File: src/rtl/jb_aes_ctr_stream.sv
// AES-CTR stream engine: drives a fixed-latency encrypt pipe with counter blocks, aligns payload
// beats with the returning keystream and buffers the XOR result in a credit-protected output FIFO.
module jb_aes_ctr_stream #(
  parameter int BLOCK_WIDTH  = 128,
  parameter int CORE_LATENCY = 10,
  parameter int FIFO_DEPTH   = 16,
  parameter int CTR_WIDTH    = 32
) (
  input  logic                   clk,
  input  logic                   rst,
  input  logic                   load,
  input  logic [BLOCK_WIDTH-1:0] key,
  input  logic [BLOCK_WIDTH-1:0] iv,
  input  logic                   in_valid,
  output logic                   in_ready,
  input  logic [BLOCK_WIDTH-1:0] in_data,
  output logic                   out_valid,
  input  logic                   out_ready,
  output logic [BLOCK_WIDTH-1:0] out_data,
  output logic                   ctr_wrap,
  output logic [BLOCK_WIDTH-1:0] core_key,
  output logic [BLOCK_WIDTH-1:0] core_blockin,
  input  logic [BLOCK_WIDTH-1:0] core_blockout
);

  localparam int PTR_W = $clog2(FIFO_DEPTH);
  localparam int CNT_W = PTR_W + 1;
  localparam int INF_W = $clog2(CORE_LATENCY + 1);
  localparam int SUM_W = ((CNT_W > INF_W) ? CNT_W : INF_W) + 1;

  typedef enum logic {IDLE, RUN} state_t;

  state_t state, state_next;
  logic   armed;

  logic [BLOCK_WIDTH-1:0] key_reg;
  logic [BLOCK_WIDTH-1:0] ctr;

  logic [CORE_LATENCY-1:0] dly_valid;
  logic [BLOCK_WIDTH-1:0]  dly_data [CORE_LATENCY];
  logic [INF_W-1:0]        inflight;

  logic [BLOCK_WIDTH-1:0] mem [FIFO_DEPTH];
  logic [PTR_W-1:0]       wptr, rptr, head_ptr;
  logic [CNT_W-1:0]       count, count_left;
  logic [SUM_W-1:0]       used;

  logic accept, push, pop;

  always_ff @(posedge clk) begin
    if (rst) begin
      state <= IDLE;
    end else begin
      state <= state_next;
    end
  end

  always_comb begin
    state_next = state;
    if (state == IDLE && load) begin
      state_next = RUN;
    end
  end

  always_comb begin
    armed = (state == RUN);
  end

  // Credit covers beats still in the pipe plus beats already buffered, so every exit has a slot.
  assign used     = SUM_W'(inflight) + SUM_W'(count);
  assign in_ready = armed & ~load & (used < SUM_W'(FIFO_DEPTH));

  assign accept = in_valid & in_ready;
  assign push   = dly_valid[CORE_LATENCY-1];
  assign pop    = out_valid & out_ready;

  always_ff @(posedge clk) begin
    if (rst) begin
      key_reg  <= '0;
      ctr      <= '0;
      ctr_wrap <= 1'b0;
    end else if (load) begin
      key_reg  <= key;
      ctr      <= iv;
      ctr_wrap <= 1'b0;
    end else if (accept) begin
      ctr[CTR_WIDTH-1:0] <= ctr[CTR_WIDTH-1:0] + CTR_WIDTH'(1);
      if (&ctr[CTR_WIDTH-1:0]) begin
        ctr_wrap <= 1'b1;
      end
    end
  end

  assign core_key     = key_reg;
  assign core_blockin = ctr;

  always_ff @(posedge clk) begin
    if (rst) begin
      dly_valid <= '0;
      inflight  <= '0;
    end else begin
      dly_valid[0] <= accept;
      for (int i = 1; i < CORE_LATENCY; i++) begin
        dly_valid[i] <= dly_valid[i-1];
      end
      if (accept && !push) begin
        inflight <= inflight + INF_W'(1);
      end else if (!accept && push) begin
        inflight <= inflight - INF_W'(1);
      end
    end
  end

  always_ff @(posedge clk) begin
    dly_data[0] <= in_data;
    for (int i = 1; i < CORE_LATENCY; i++) begin
      dly_data[i] <= dly_data[i-1];
    end
  end

  always_ff @(posedge clk) begin
    if (push && !rst) begin
      mem[wptr] <= dly_data[CORE_LATENCY-1] ^ core_blockout;
    end
  end

  // The output register reloads from the entry that will be at the head after this edge's pop.
  assign count_left = count - CNT_W'(pop);
  assign head_ptr   = rptr + PTR_W'(pop);

  always_ff @(posedge clk) begin
    if (rst) begin
      wptr      <= '0;
      rptr      <= '0;
      count     <= '0;
      out_valid <= 1'b0;
      out_data  <= '0;
    end else begin
      if (push) begin
        wptr <= wptr + PTR_W'(1);
      end
      if (pop) begin
        rptr <= rptr + PTR_W'(1);
      end
      if (push && !pop) begin
        count <= count + CNT_W'(1);
      end else if (!push && pop) begin
        count <= count - CNT_W'(1);
      end
      out_valid <= (count_left != '0);
      if (count_left != '0) begin
        out_data <= mem[head_ptr];
      end
    end
  end

endmodule

File: config.mk
export PLATFORM = sky130hd
export DESIGN_NAME = jb_aes_ctr_stream
export DESIGN_NICKNAME = d
export VERILOG_FILES = /design/src/rtl/jb_aes_ctr_stream.sv
export SDC_FILE = /design/constraint.sdc
export NUM_CORES = 2
export LEC_CHECK = 0
export ABC_AREA = 1
export CAP_MARGIN = 15
export CORE_AREA = 2 2 466 468
export DETAILED_ROUTE_END_ITERATION = 10
export DIE_AREA = 0 0 468 470
export PLACE_DENSITY = 0.82
export SYNTH_ARGS = -nofsm -noshare
export SYNTH_HDL_FRONTEND = slang
export SYNTH_SLANG_ARGS = --single-unit
File: constraint.sdc
create_clock -name clk -period 9.7 [get_ports clk]
set_input_delay 2.425 -clock clk [delete_from_list [all_inputs] [get_ports clk]]
set_output_delay 2.425 -clock clk [all_outputs]
set_load 0.03 [all_outputs]
==> impl_metrics.csv <==
group,metric,value,unit
grt,antenna_found_initial,87,
sta,maxSlewHeadroom,0.152,
yosys,syn_nets,10700,
sta,max_freq,144,MHz
yosys,synthDistinctLibCells,25,
job,drv_cap,0,
placed_design,preCtsSetupSlack,2.43,ns
cts,clk_latency,1.01,ns
detailed_routing,final_antenna_net_count,0,
sta,slew_violations,0,
yosys,synthCells,10200,
floorplanning,io_pins,904,
final_layout,fin_nets,11600,
detailed_routing,drtIter0Drc,10600,
hold_path,holdPathEnd,"dly_data[6][51]",
setup_path,reg2reg_depth,13,
placed_design,hpwlAfterDp,214000,um
grt,grt_max_degree,231,
setup_path,arrival,4.51,ns
setup_path,crit_path_end_kind,"primary output",
sta,min_period,6.93,ns
yosys,synth_area,124000,um^2
power,p_leak,56.4,nW
detailed_routing,finalWirelength,371000,um
setup_path,crit_path_start_kind,"input pin",
sta,fin_worst_skew,0.0997,ns
cts,path_clk_slew,0.06,ns
floorplanning,die_w,468,um
grt,grt_pass1_wl,529000,um
cts,hold_buffers,0,
detailed_routing,via_per_inst,5.78,
floorplanning,dieArea,220000,um^2
setup_path,criticalPathCategory,"input pin to primary output",
setup_path,r2r-start,"out_valid",
detailed_routing,drc,0,
hold_path,hold_class,"register to register",
sta,fin_ws,2.77,ns
setup_path,critPathMaxFanout,41,
final_layout,n_fill_cell,14000,
cts,post_cts_buffers,0,
detailed_routing,dr.pass1.iters,9,
sta,period_share,0.715,
cts,cts_sinks,3742,
sta,setup_viol,0,
final_layout,multiInputGateArea,25400,um^2
sta,rsz0062_at_grt,"false",
grt,track_usage,0.330,
power,ir_drop,0.461,mV
setup_path,cp.required,7.28,ns
outcome,status,"complete, no violations",
sta,worst_pin_slew,1.27,ns
cts,cts_tree,"yes",
sta,hold_viol,0,
final_layout,area_delta_synth_final,19.4,%
hold_path,hold_depth,0,
floorplanning,row_count,171,
floorplanning,die_h,470,um
yosys,syn_area_per_cell,12.2,um^2
final_layout,drive_above_1_share,0.0647,
yosys,synth-seq-cells,3742,
cts,cts_resized,0,
placed_design,gp_congestion,1.17,
placed_design,io_buffer_count,903,
hold_path,hp-start,"dly_data[5][51]",
setup_path,r2r-end,"out_data[6]",
sta,fin_tns_setup,0,ns
floorplanning,core_area,216000,um^2
detailed_routing,post_drt_wl_per_cell,26.1,um
cts,root_buffer,"clkbuf_16",
setup_path,r2r_slack,4.89,ns
detailed_routing,via_count,82300,
grt,gr-total-overflow,0,
yosys,ys_seq_area_frac,0.770,
final_layout,regArea,95400,um^2
cts,cts_max_level,5,
power,power.density,266,nW/um^2
floorplanning,start_util,0.574,
yosys,yosys_warnings,0,
grt,grt_pass1_vias,80100,
cts,cts-buffers-inserted,369,
cts,ctsLongestPathBuffers,4,
## how the worst max path moves through the flow
stage,cells past startpoint,slack (ns),end,from
after CTS,5,2.72,in_ready,load
final,5,2.77,in_ready,load
after global placement,14,2.64,out_data[2],out_ready
after floorplan,4,0.82,mem[11][0],rst
after detailed placement,14,2.43,out_data[22],out_ready
after global routing,5,2.72,in_ready,load
## synthesized netlist by cell type
cell	number	area, um^2
nand2_1	2794	10500
ha_1	19	238
nor3_1	3	15.0
a21oi_1	32	160
nor2_1	551	2070
xnor2_1	7	61.3
nor4_1	2	12.5
xor2_1	139	1220
inv_2	2	7.51
o21ai_0	246	1230
o21bai_1	3	22.5
clkbuf_1	268	1010
dfxtp_1	1694	33900
fa_1	2	40.0
buf_1	55	206
nand3_1	1738	8700
nand4_1	1	6.26
inv_1	206	773
o211ai_1	128	961
edfxtp_1	2048	61500
clkinv_1	2	7.51
a211oi_1	1	7.51
a21o_1	1	7.51
buf_4	9	67.6
buf_2	229	1150
## flip-flops by register name, indices dropped and copies added, names as in the netlist, 5 cells and up
signal        flops
out_data        128
count             5
core_key        128
mem            2048
dly_data       1280
core_blockin    128
dly_valid        10
## cells in the final DEF, fill, tap and decap left out, types with 28 or more instances in the layout
cell             count
diode_2             28
clkdlybuf4s50_1    901
a21oi_1             32
clkinv_2            55
dfxtp_1           1694
nand3_1           1738
o211ai_1           128
o21ai_0            246
clkbuf_1            72
nor2_1             535
clkbuf_8            54
clkbuf_16          383
nand2_1           2793
buf_12              28
xor2_1             135
buf_4              118
clkinv_1            39
edfxtp_1          2048
inv_1              207
## final cells by class
cell class                      instances  area share
Sequential cell                      3742       0.645
Multi-Input combinational cell       5667       0.172
Clock buffer                          508      0.0715
Timing Repair Buffer                 1056      0.0714
Tap cell                             2854      0.0241
Clock inverter                        155      0.0100
Inverter                              210     0.00556
Antenna cell                           28    0.000474
## critical path, cell delays in order
cell	delay (ns)
buf_6	0.21
nor4_1	0.69
nand2_1	0.24
inv_1	0.11
clkdlybuf4s50_1	0.80
## per-stage QoR
step            util  hold slack [ns]  power (mW)  std cells  area [um^2]
2_1_floorplan      -            0.310        22.7      10200       124000
3_3_place_gp   0.628            0.310        25.0      13500       135000
3_5_place_dp   0.628            0.312        25.3      13500       135000
4_1_cts        0.684            0.271        39.3      14100       147000
5_1_grt        0.686            0.267        40.7      14200       148000
6_report       0.686            0.266        39.4      14200       148000
## logic make-up after synthesis
logic type	count (synthesis)	synth area share
xor+xnor	146	0.0103
fa+ha+maj	21	0.00224
flops	3742	0.770
simple gates	5089	0.172
buf+inv	771	0.0260
compound gates	411	0.0193
## per-layer routing
| metal | track usage | vias up | share of wire |
|---|---|---|---|
| li1 | - | 36400 | - |
| met4 | 0.152 | 82 | 0.051 |
| met1 | 0.420 | 39300 | 0.35 |
| met2 | 0.514 | 5404 | 0.46 |
| met5 | 0 | - | 0.0014 |
| met3 | 0.109 | 1068 | 0.13 |
## where the power goes
| part | total, mW | switching (mW) | internal, mW | leakage, nW |
|---|---|---|---|---|
| logic | 7.38 | 5.12 | 2.26 | 17.9 |
| registers | 17.9 | 0.438 | 17.4 | 32.6 |
| clock network | 14.1 | 5.88 | 8.26 | 5.91 |
| total | 39.4 | 11.4 | 27.9 | 56.4 |
Power figures use the tool's default switching activity.
